--- src/rtl/boa_fetch_align.sv ---
// boa_fetch_align: realigns word-aligned 32-bit fetch words into a stream of
// 16-bit (compressed) and 32-bit instructions for decode. A 32-bit
// instruction whose low half is the upper half of one fetch word is parked in
// a carry register and completed with the low half of the following word.
// Compressed halfwords go to an external combinational decompressor through
// dc_comp, and its result is muxed onto o_insn.
module boa_fetch_align #(
  parameter logic [31:0] RESET_PC = 32'h0000_0000
) (
  input  logic        clk,
  input  logic        rst,
  input  logic        redir,
  input  logic [31:0] redir_pc,
  input  logic        f_valid,
  output logic        f_ready,
  input  logic [31:0] f_addr,
  input  logic [31:0] f_data,
  output logic [15:0] dc_comp,
  input  logic [31:0] dc_insn,
  input  logic        dc_valid,
  output logic        o_valid,
  input  logic        o_ready,
  output logic [31:0] o_pc,
  output logic [31:0] o_insn,
  output logic        o_rvc,
  output logic        o_ill
);

  // What the registered word/carry state presents this cycle.
  typedef enum logic [2:0] {
    SEL_NONE     = 3'd0,  // no word registered
    SEL_CARRY    = 3'd1,  // carry + low half of w form a 32-bit instruction
    SEL_RVC      = 3'd2,  // current halfword is a compressed instruction
    SEL_FULL     = 3'd3,  // whole word w is one 32-bit instruction
    SEL_STRADDLE = 3'd4   // upper half starts a 32-bit instruction: park it
  } sel_e;

  // Architectural state
  logic [31:0] w_r;
  logic        w_valid_r;
  logic        w_half_r;
  logic [15:0] c_r;
  logic        c_valid_r;
  logic [31:0] pc_r;
  logic [29:0] exp_w_r;

  // Next-state values
  logic [31:0] w_n;
  logic        w_valid_n;
  logic        w_half_n;
  logic [15:0] c_n;
  logic        c_valid_n;
  logic [31:0] pc_n;
  logic [29:0] exp_w_n;

  // Datapath/control helpers
  logic [15:0] h_s;
  sel_e        sel_s;
  logic        emit_s;
  logic        hs_s;
  logic        move_s;
  logic        retire_s;
  logic        accept_s;
  logic        fresh_s;

  // Bits of the address inputs that alignment makes meaningless.
  logic        unused_s;
  assign unused_s = ^{f_addr[1:0], redir_pc[0]};

  // Pick the current halfword and classify what the state presents.
  always_comb begin
    h_s   = 16'h0000;
    sel_s = SEL_NONE;
    if (w_half_r) begin
      h_s = w_r[31:16];
    end else begin
      h_s = w_r[15:0];
    end
    if (!w_valid_r) begin
      sel_s = SEL_NONE;
    end else if (c_valid_r) begin
      sel_s = SEL_CARRY;
    end else if (h_s[1:0] != 2'b11) begin
      sel_s = SEL_RVC;
    end else if (!w_half_r) begin
      sel_s = SEL_FULL;
    end else begin
      sel_s = SEL_STRADDLE;
    end
  end

  // Drive the decode-side outputs; a redirect suppresses the valid only.
  always_comb begin
    emit_s = 1'b0;
    o_insn = 32'h0000_0000;
    o_rvc  = 1'b0;
    o_ill  = 1'b0;
    case (sel_s)
      SEL_CARRY: begin
        emit_s = 1'b1;
        o_insn = {w_r[15:0], c_r};
      end
      SEL_RVC: begin
        emit_s = 1'b1;
        o_rvc  = 1'b1;
        o_ill  = !dc_valid;
        if (dc_valid) begin
          o_insn = dc_insn;
        end else begin
          o_insn = {16'h0000, h_s};
        end
      end
      SEL_FULL: begin
        emit_s = 1'b1;
        o_insn = w_r;
      end
      SEL_STRADDLE: begin
        emit_s = 1'b0;
      end
      SEL_NONE: begin
        emit_s = 1'b0;
      end
      default: begin
        emit_s = 1'b0;
      end
    endcase
    o_valid = emit_s & !redir;
    if (w_valid_r) begin
      o_pc    = pc_r;
      dc_comp = h_s;
    end else begin
      o_pc    = 32'h0000_0000;
      dc_comp = 16'h0000;
    end
  end

  // Handshake, word retirement and fetch acceptance.
  always_comb begin
    hs_s     = o_valid & o_ready;
    move_s   = (sel_s == SEL_STRADDLE) & !redir;
    // The word is done once its last halfword leaves: a 32-bit word, an
    // upper-half compressed instruction, or the straddle move into carry.
    retire_s = move_s |
               (hs_s & ((sel_s == SEL_FULL) | ((sel_s == SEL_RVC) & w_half_r)));
    f_ready  = !redir & (!w_valid_r | retire_s);
    accept_s = f_valid & f_ready;
    fresh_s  = accept_s & (f_addr[31:2] == exp_w_r);
  end

  // Next-state computation; a redirect overrides every other update.
  always_comb begin
    w_n       = w_r;
    w_valid_n = w_valid_r;
    w_half_n  = w_half_r;
    c_n       = c_r;
    c_valid_n = c_valid_r;
    pc_n      = pc_r;
    exp_w_n   = exp_w_r;
    if (redir) begin
      w_valid_n = 1'b0;
      c_valid_n = 1'b0;
      pc_n      = {redir_pc[31:1], 1'b0};
      w_half_n  = redir_pc[1];
      exp_w_n   = redir_pc[31:2];
    end else begin
      case (sel_s)
        SEL_CARRY: begin
          if (hs_s) begin
            pc_n      = pc_r + 32'd4;
            c_valid_n = 1'b0;
            w_half_n  = 1'b1;
          end else begin
            pc_n      = pc_r;
          end
        end
        SEL_RVC: begin
          if (hs_s) begin
            pc_n     = pc_r + 32'd2;
            w_half_n = !w_half_r;
          end else begin
            pc_n     = pc_r;
          end
        end
        SEL_FULL: begin
          if (hs_s) begin
            pc_n = pc_r + 32'd4;
          end else begin
            pc_n = pc_r;
          end
        end
        SEL_STRADDLE: begin
          // Low half of a 32-bit instruction moves to carry without a handshake.
          c_n       = h_s;
          c_valid_n = 1'b1;
          w_half_n  = 1'b0;
        end
        SEL_NONE: begin
          pc_n = pc_r;
        end
        default: begin
          pc_n = pc_r;
        end
      endcase
      if (fresh_s) begin
        w_n       = f_data;
        w_valid_n = 1'b1;
        exp_w_n   = exp_w_r + 30'd1;
      end else if (retire_s) begin
        w_valid_n = 1'b0;
      end else begin
        w_valid_n = w_valid_r;
      end
    end
  end

  // State register with asynchronous reset to the reset PC.
  always_ff @(posedge clk or posedge rst) begin
    if (rst) begin
      w_r       <= 32'h0000_0000;
      w_valid_r <= 1'b0;
      w_half_r  <= RESET_PC[1];
      c_r       <= 16'h0000;
      c_valid_r <= 1'b0;
      pc_r      <= {RESET_PC[31:1], 1'b0};
      exp_w_r   <= RESET_PC[31:2];
    end else begin
      w_r       <= w_n;
      w_valid_r <= w_valid_n;
      w_half_r  <= w_half_n;
      c_r       <= c_n;
      c_valid_r <= c_valid_n;
      pc_r      <= pc_n;
      exp_w_r   <= exp_w_n;
    end
  end

endmodule

--- config.mk ---
export PLATFORM = sky130hd
export DESIGN_NAME = boa_fetch_align
export DESIGN_NICKNAME = d
export VERILOG_FILES = /design/src/rtl/boa_fetch_align.sv
export SDC_FILE = /design/constraint.sdc
export NUM_CORES = 1
export LEC_CHECK = 0
export CAP_MARGIN = 5
export CORE_MARGIN = 5
export CORE_UTILIZATION = 43
export DETAILED_ROUTE_END_ITERATION = 7
export PLACE_DENSITY = 0.77
export SYNTH_ARGS = -nofsm -noshare
export SYNTH_HDL_FRONTEND = slang
export SYNTH_SLANG_ARGS = --single-unit
--- constraint.sdc ---
create_clock -name clk -period 3.5 [get_ports clk]
set_input_delay 0.7 -clock clk [delete_from_list [all_inputs] [get_ports clk]]
set_output_delay 0.7 -clock clk [all_outputs]
set_load 0.1 [all_outputs]
* Word-level counts from Yosys, hierarchy flattened
Cells that the tools add are included.
** Storage, ports and cells
- Output and inout bits :: 84
- Input bits :: 134
- Bits in registers :: 113
- Logic and storage cells :: 75
** Operators by class
- Bitwise operators :: 12
- $add $sub $neg :: 3
- Multiplexer cells :: 28
- Reduce and logical (&&, ||, !) cells :: 16
- Eq/ne operators :: 9
** Operator list (count)
- $mux 32 :: 5
- $pmux 32 s3 :: 1
- $pmux 32 s2 :: 1
- $mux 30 :: 2
- $add 32x2->32 const B :: 1
- $add 32x3->32 const B :: 1
- $mux 16 :: 2
- $add 30x1->30 const B :: 1
- $eq 30x30->1 :: 1
- $mux 3 :: 4
- $mux 1 :: 11
- $reduce_bool 3->1 :: 3
- $and 1x1->1 :: 8
- $eq 3x2->1 const B :: 2
- $ne 3x3->1 const B :: 2
- $reduce_and 2->1 :: 3
- $reduce_and 3->1 :: 2
- $logic_not 1->1 :: 4
- $reduce_bool 4->1 :: 1
- $eq 3x1->1 const B :: 1
- $eq 3x3->1 const B :: 1
- $ne 3x1->1 const B :: 1
- $or 1x1->1 :: 3
- $pmux 1 s3 :: 1
- other kinds (6) :: 6

* Logic depth before layout (Yosys ltp)
- Word-level depth :: 18
- Depth in mapped cells :: 9
- Gate-level depth less buffers :: 7

* Worst setup path after synthesis
OpenSTA, ideal clock, no wires.
- Kind :: input -> output
- From :: in redir
- To :: out o_valid
- Setup slack :: -730 ps
- Data arrival time :: 3530 ps
- Buffers on the path :: 3
- Stages on the path :: 4
- Cell sequence :: clkbuf_1 -> clkbuf_1 -> clkbuf_1 -> nor3b_1
** On the way
- Word-level cells in the longest chain between the ends :: 2
** Ends and longest elaborated chain
- start: declaration :: RTL line 12 : input logic redir,
- $logic_not 1->1 :: RTL line 127 : o_valid = emit_s & !redir;
- $and 1x1->1 :: RTL line 127
- end: declaration :: RTL line 21 : output logic o_valid,
No other way between the ends.

* Worst setup path after layout
- From :: reg c_valid_r
- To :: out o_insn[18]
** On the way
- Word-level cells in the longest chain between the ends :: 4
- Elaborated cells between the ends (all ways) :: 6
- Those cells by class :: eq/ne: 3; mux: 3
** Ends and longest elaborated chain
- start: declaration :: RTL line 43 : logic c_valid_r;
- start signal: assignment :: RTL line 231 : c_valid_r <= c_valid_n;
- $mux 3 (*) :: RTL line 81 : end else if (c_valid_r) begin
- $mux 3 (*) :: RTL line 79 : if (!w_valid_r) begin
- $eq 3x2->1 or $eq 3x1->1 (tied branches) :: RTL line 98 : case (sel_s)
- $pmux 32 s3 (*) :: RTL line 98
- end: declaration :: RTL line 24 : output logic [31:0] o_insn,
Every way passes the cells marked *; elsewhere a longest branch is shown, timed or not.

==> results.yml <==
run_status:
  status: "finished, final reports clean"
setup_path:
  crit_path_max_incr_delay_ns: 0.45
  setup.worst_path.class: "flip-flop to primary output"
  cp_max_fo: 16
  endpoint_kind: "primary output"
  timing.rr.start: "w_half_r"
  rrSetupSlack_ns: 0.82
  crit_chain: "nand2b_1 -> a311o_1 -> clkinvlp_4 -> and2_2 -> a222oi_1 -> inv_1 -> buf_12"
  crit_arrival_ns: 2.50
  worstSetupStartpointType: "flip-flop"
  worstReg2RegEnd: "exp_w_r[22]"
  cp_slowest_cell: "dfrtp_1"
  reg2regPathDepth: 7
  required_ns: 2.80
cells_and_area:
  final_nets: 1097
  final_cell_area_um2: 10100
  drive_above_1_share_pct: 20.6
  syn2layout_area_growth_pct: 40.8
  antenna_cells: 0
routing:
  vias_per_cell: 5.69
  drc: 0
  firstDrtPassIters: 6
  wl_um: 23700
  detail-route-antenna-nets: 0
  wl_per_cell_um: 20.0
  num_vias: 6745
  first_iter_violations: 514
global_routing:
  grt_pass1_wl_um: 37000
  grt_antenna_before_repair: 0
  grt_pass1_vias: 6571
  grt_max_degree: 58
  gr-total-overflow: 0
  grt.total_usage_pct: 24.0
sta:
  worst_pin_slew_ns: 0.732
  finalCritPeriodShare_pct: 91.5
  maxSlewHeadroom_pct: 51.1
  setup-tns-final_ns: 0
  min_period_ns: 3.20
  rsz0062_at_grt: "no"
  max_freq_ghz: 0.312
  final_max_slew_viol_count: 0
  setup_slack_ns: 0.299
  clock_skew_ns: 0.0123
  setup_viol: 0
  hold_viol: 0
floorplanning:
  die_y_um: 139
  die_w_um: 139
  dieArea_um2: 19300
  ios: 218
  start_util_pct: 43.4
  core_um2: 16500
  num_rows: 47
yosys:
  syn_area_um2: 7140
  yosys_most_used_dff: "dfrtp_1"
  ys_warn_count: 0
  synthCells: 769
  ys_async_sr_fraction_pct: 100
  ys_ff_latch: 112
  syn_avg_cell_area_um2: 9.29
  yosysSeqAreaShare_pct: 39.2
  synth_fp_nets: 906
  ys_types: 58
  synth_edf_count: 0
hold_path:
  hp-class: "flip-flop to flip-flop"
  hold_start: "c_r[0]"
  min_to: "c_r[0]"
  min_path_cells: 1
placed_design:
  gp_congestion: 0.928
  portBuffers: 213
  dpl_worst_slack_ns: 0.343
  placed_area_um2: 9760
  place_hpwl_um: 17700
clock_tree:
  cts-root-buf: "clkbuf_16"
  clk_pin_slew_ns: 0.08
  insertion_delay_ns: 0.36
  clock-sinks: 112
  cts_buffer_depth: 2
  numCtsBuffers: 9
  hold_buffers: 0
  h-tree-depth: 3
  cts_tree: "done"
power:
  p_per_area_nw_per_um2: 303
  p_leak_uw: 0.00419
  ir_drop_mv: 0.270
run:
  cap_violations: 0
==> through the flow <==
step	utilization (%)	hold slack (ns)	cells	total power, uW
6_report	61.1	0.472	1185	3050
5_1_grt	61.1	0.484	1185	3160
4_1_cts	61.1	0.474	1185	3060
3_5_place_dp	59.2	0.456	1169	1980
3_3_place_gp	59.2	0.450	1169	1970
2_1_floorplan	-	0.435	769	1730
==> layout by cell type, fill, tap and decap left out, types with 10 or more instances in the layout <==
| cell type | count |
|---|---|
| nand2b_1 | 10 |
| a21oi_1 | 29 |
| nor2b_1 | 18 |
| clkdlybuf4s50_1 | 129 |
| o21ai_0 | 27 |
| nor4_1 | 13 |
| and2_1 | 34 |
| mux2i_1 | 19 |
| o211ai_1 | 10 |
| dfrtp_1 | 112 |
| inv_1 | 25 |
| mux2_2 | 55 |
| nand2_1 | 55 |
| xnor2_1 | 57 |
| a222oi_1 | 16 |
| nand3_1 | 26 |
| o21ai_1 | 18 |
| nand4_1 | 35 |
| a22oi_1 | 16 |
| nor2_1 | 39 |
| buf_12 | 38 |
| nor3_1 | 14 |
| buf_4 | 65 |
==> layer usage <==
| layer | vias to the layer above | wire, um | global-route usage [%] |
|---|---|---|---|
| li1 | 3169 | - | - |
| met1 | 3279 | 9830 | 32.3 |
| met2 | 257 | 11500 | 38.7 |
| met3 | 40 | 1680 | 5.14 |
| met4 | 0 | 705 | 7.72 |
| met5 | - | 0 | 0 |
==> repair_timing <==
action | CTS | global route
endpoints found under the setup margin | 2 | 0
gates resized for setup | 1 | 0
buffers inserted | 0 | 0
==> where the power goes <==
| part | internal (uW) | switching [uW] | total (uW) |
|---|---|---|---|
| combinational | 279 | 226 | 505 |
| sequential | 1360 | 102 | 1460 |
| clock | 564 | 517 | 1080 |
==> critical path: cells and delay by family (launching register included) <==
family | cells | cell delay, ns
DFF | 1 | 0.45
AOI/OAI and AO/OA | 2 | 0.55
buffers and inverters | 3 | 0.48
and+or+nand+nor | 2 | 0.65
==> how the worst max path moves through the flow <==
stage,to,cells after the start,start,slack (ns)
finish,o_insn[18],7,c_valid_r,0.30
global route,o_insn[17],7,c_valid_r,0.19
CTS,o_insn[18],7,c_valid_r,0.28
detailed placement,exp_w_r[0],9,f_addr[30],0.34
global placement,exp_w_r[11],8,f_addr[27],0.35
floorplan,o_insn[19],8,w_half_r,0.05
==> registers in the layout, summed over array words and instances (netlist names) <==
name,flops
exp_w_r,30
c_valid_r,1
w_r,32
w_valid_r,1
pc_r,31
w_half_r,1
c_r,16
==> synth_stat cells (26+ instances only) <==
| cell | instances | area, um^2 |
|---|---|---|
| nor2_1 | 40 | 150 |
| mux2_2 | 55 | 619 |
| a21oi_1 | 29 | 145 |
| inv_1 | 27 | 101 |
| o21ai_0 | 43 | 215 |
| nand4_1 | 35 | 219 |
| xnor2_1 | 57 | 499 |
| nand3_1 | 26 | 130 |
| and2_1 | 35 | 219 |
| dfrtp_1 | 112 | 2800 |
| nand2_1 | 55 | 206 |
| clkbuf_1 | 37 | 139 |
==> layout make-up <==
class | count | area [um^2]
Clock inverter | 7 | 77.6
Inverter | 27 | 109
Tap cell | 220 | 275
Fill cell | 1434 | 6410
Clock buffer | 9 | 225
Multi-Input combinational cell | 577 | 4030
Sequential cell | 112 | 2800
Timing Repair Buffer | 233 | 2540
==> logic make-up (layout without fill, tap and decap cells) <==
| logic type | after synthesis | count (layout) | share of synthesized area, % |
|---|---|---|---|
| and+or+nand+nor | 279 | 279 | 21.3 |
| AOI/OAI and AO/OA | 153 | 153 | 14.6 |
| DFF | 112 | 112 | 39.2 |
| buffers and inverters | 80 | 276 | 4.54 |
| muxes | 74 | 74 | 11.3 |
| xor gates and xnor gates | 67 | 67 | 8.43 |
| adders and majority gates | 3 | 3 | 0.526 |
| other | 1 | 1 | 0.0525 |
Power figures use the tool's default switching activity.
==> edit 1, RTL diff (same flow settings) <==
Take the reset off `c_r` and load it in a clocked block of its own.
--- a/src/rtl/boa_fetch_align.sv
+++ b/src/rtl/boa_fetch_align.sv
@@ -221,3 +221,2 @@
       w_half_r  <= RESET_PC[1];
-      c_r       <= 16'h0000;
       c_valid_r <= 1'b0;
@@ -229,3 +228,2 @@
       w_half_r  <= w_half_n;
-      c_r       <= c_n;
       c_valid_r <= c_valid_n;
@@ -236,2 +234,6 @@
 
+  always_ff @(posedge clk) begin
+    c_r <= c_n;
+  end
+
 endmodule
Formal check against the unedited RTL: no difference found for any inputs over 4 cycles, from zero or initial values and one cycle with rst high; that may be too few to reach the edited logic, so the function may still have changed.
==> edit 1 against the original RTL <==
Global-route usage decreased by 0.67 points. Final area rose by 3.7%. Largest cell class unchanged. Synthesized area is 2.5% higher. Worst setup slack got worse by 0.13 ns. Non-clock buffer count is 3 higher. Sequential cell count unchanged. Die area is 2.4% higher. Power is 1.3% higher. Sequential share of layout area decreased by 0.24 points. Routed wire length shrank 0.11%.
==> edit 1: results (changes against the original RTL) <==
clkCellAreaFrac_pct: 2.83  # was 3.01%
arrival_ns: 2.63  # was 2.50 ns
reg2reg_from: "c_valid_r"  # was w_half_r
nMultiInputCombCells: 547  # was 577
grt_pass1_wl_um: 36700  # was 37000 um
reg2reg_depth: 6  # was 7
wl_met1_um: 9410  # was 9830 um
synth_edf_count: 16  # was 0
ys_top_cells_by_count: "96 x dfrtp_1, 52 x xnor2_1, 49 x inv_1"  # was 112 x dfrtp_1, 57 x xnor2_1, 55 x mux2_2, 55 x nand2_1, 43 x o21ai_0
syn-num-nets: 895  # was 906
grt_util_all_layers_pct: 23.3  # was 24.0%
worstHoldEndpoint: "w_r[27]"  # was c_r[0]
vias: 6848  # was 6745
buffer_area_share_pct: 25.7  # was 25.3%
dp_slack_ns: 0.246  # was 0.343 ns
post-dp-hpwl_um: 18100  # was 17700 um
status: "finished, final reports clean"  # unchanged
buffers: 236  # was 233
cp_max_fo: 17  # was 16
slew_headroom_pct: 55.9  # was 51.1%
met3_length_um: 2140  # was 1680 um
grt_util_met1_pct: 29.8  # was 32.3%
synth.distinct_cells: 69  # was 58
hp-start: "w_r[27]"  # was c_r[0]
nonClockInverterCount: 50  # was 27
drt_iter0_markers: 537  # was 514
die_area_um2: 19700  # was 19300 um^2
syn_avg_cell_area_um2: 9.66  # was 9.29 um^2
dp_cells: 1165  # was 1169
wl_um: 23700  # about the same
edit 1: cell types whose count changed after synthesis, sizes merged, moves of 10 or more:
cell / delta
a22oi: -14
dfrtp: -16
a222oi: +14
edfxtp: +16
o21ai: -17
nor4: +10
inv: +23
a21oi: -20
edit 1: worst max-delay path by stage:
stage | startpoint | endpoint
after detailed placement | dc_valid | o_insn[10]
after global routing | w_half_r | o_insn[6]
after global placement | dc_valid | o_insn[5]
after CTS | w_half_r | o_insn[10]
after floorplan | redir | o_valid
final | w_half_r | o_insn[5]
edit 1: power groups by stage:
stage          sequential [mW]  combinational, mW  clock [mW]
2_1_floorplan             1.48              0.311           0
3_3_place_gp              1.52              0.515           0
3_5_place_dp              1.52              0.527           0
4_1_cts                   1.49              0.529        1.08
5_1_grt                   1.51              0.570        1.13
6_report                  1.50              0.526        1.06
==> edit 2, RTL diff (same flow settings) <==
Made on the original files. Make the reset (`rst`) synchronous in one clocked block. Comments in the files are not updated.
--- a/src/rtl/boa_fetch_align.sv
+++ b/src/rtl/boa_fetch_align.sv
@@ -216,3 +216,3 @@
   // State register with asynchronous reset to the reset PC.
-  always_ff @(posedge clk or posedge rst) begin
+  always_ff @(posedge clk) begin
     if (rst) begin
Behaviour: differs if rst is asserted again (counterexample within 4 cycles, from zero or initial values and one cycle with rst high); with rst held inactive, the same outputs for 4 cycles.
==> edit 2 against the original RTL <==
Count of clock-buffer cells in the layout is 1 higher. Non-clock buffer count rose by 8. Clock skew decreased by 0.0062 ns. Power down 7.5%. Worst setup slack lost 0.19 ns. Synthesized area down 3.5%. Sequential cell count did not move. Hold slack better by 0.0090 ns. Routed wire length grew 1.5%. Final area shrank 2.4%. Global-route usage increased by 0.85 points.
==> edit 2: results (changes against the original RTL) <==
grt_pass1_wl_um: 36300  # was 37000 um
reg2reg_from: "exp_w_r[11]"  # was w_half_r
internal_power_mw: 2.06  # was 2.20 mW
antenna_found_initial: 1  # was 0
nFillCells: 1428  # was 1434
synth_ff_type: "dfxtp_1"  # was dfrtp_1
worstHoldEndpoint: "c_r[0]"  # unchanged
p_sw_share_pct: 26.9  # was 27.7%
clkPwrFrac_pct: 36.4  # was 35.5%
synth.distinct_cells: 64  # was 58
use_met3_pct: 4.34  # was 5.14%
arrival_ns: 2.69  # was 2.50 ns
layout-drive-gt1-share_pct: 14.0  # was 20.6%
peakVddDrop_v: 0.000258  # was 0.000270 V
critPathSlowestCell: "a222oi_1"  # was dfrtp_1
ys_top_cells_by_count: "112 x dfxtp_1, 93 x nor2_1, 54 x clkbuf_1"  # was 112 x dfrtp_1, 57 x xnor2_1, 55 x mux2_2, 55 x nand2_1, 43 x o21ai_0
met3_length_um: 1860  # was 1680 um
grt_util_met1_pct: 35.8  # was 32.3%
grt_util_all_layers_pct: 24.8  # was 24.0%
reg2reg_depth: 6  # was 7
hp-start: "c_r[0]"  # unchanged
grt_pass1_vias: 6465  # was 6571
place_congestion: 0.917  # was 0.928
startpoint: "c_valid_r"  # unchanged
finalClockSkew_ns: 0.00607  # was 0.0123 ns
drt_iter0_markers: 879  # was 514
wl_met2_um: 11100  # was 11500 um
nets: 1177  # was 1097
r2r_setup_slack_ns: 0.66  # was 0.82 ns
dp_slack_ns: -0.0320  # was 0.343 ns
post_cts_resized: 0  # was 1
grt_max_degree: 59  # was 58
ys_async_sr_fraction_pct: 0  # was 100%
seq_area_frac_synth_pct: 32.5  # was 39.2%
cp_slowest_stage_delay_ns: 0.56  # was 0.45 ns
wl_met1_um: 10500  # was 9830 um
leakage_nw: 3.96  # was 4.19 nW
combinationalPower_uw: 403  # was 505 uW
syn-num-nets: 990  # was 906
slew_headroom_pct: 49.5  # was 51.1%
whs_ns: 0.481  # was 0.472 ns
path_clk_slew_ns: 0.08  # about the same
wl_per_cell_um: 19.1  # was 20.0 um
worst_r2r_endpoint: "exp_w_r[27]"  # was exp_w_r[22]
ys_top_cells_by_area: "dfxtp_1 33%, mux2i_1 7.1%, xor2_1 5.7%"  # was dfrtp_1 39%, mux2_2 8.7%, xnor2_1 7.0%
finalCritPeriodShare_pct: 97.0  # was 91.5%
whs_path_depth: 2  # was 1
status: "finished, final reports clean"  # unchanged
gr-usage-met2_pct: 38.4  # was 38.7%
## edit 2: cell types whose count changed after synthesis, sizes merged, moves of 30 or more
cell	change
dfrtp	-112
dfxtp	+112
mux2	-54
mux2i	+30
nand2	-30
nor2	+52
xnor2	-40
xor2	+37
## edit 2: how the worst max path moves through the flow
stage                  endpoint  cells after the start
floorplan            o_insn[11]                      4
global placement    exp_w_r[27]                      7
detailed placement  exp_w_r[27]                      7
CTS                  o_insn[25]                      7
global route         o_insn[25]                      7
finish               o_insn[25]                      7
## edit 2: through the flow
stage	cell area, um^2	std cells
floorplan	6920	853
global placement	9520	1245
detailed placement	9520	1245
CTS	9810	1261
global route	9820	1262
finish	9820	1262
## edit 2: area by class of cell
| type | instances | share of cell area, % |
|---|---|---|
| Clock buffer | 10 | 2.43 |
| Clock inverter | 6 | 0.510 |
| Timing Repair Buffer | 241 | 26.4 |
| Sequential cell | 112 | 22.8 |
| Multi-Input combinational cell | 636 | 43.5 |
| Inverter | 40 | 1.53 |
| Tap cell | 216 | 2.75 |
| Antenna cell | 1 | 0.0255 |
## edit 2: worst min-delay path, delay by kind of cell, from the launching register on
family           cells  cell delay (ns)
flip-flops           1             0.34
AND/OR/NAND/NOR      2             0.12
## edit 2: logic make-up (layout without fill, tap and decap cells)
kind of cell | Yosys count | in the layout | share of synthesized area [%]
buffers and inverters | 105 | 297 | 5.93
AO/OA/AOI/OAI | 210 | 210 | 21.4
multiplexers | 50 | 50 | 7.28
adder cells (fa/ha/maj) | 3 | 3 | 0.544
other | 1 | 2 | 0.0544
flip-flops | 112 | 112 | 32.5
AND/OR/NAND/NOR | 308 | 308 | 24.2
XOR/XNOR | 64 | 64 | 8.13
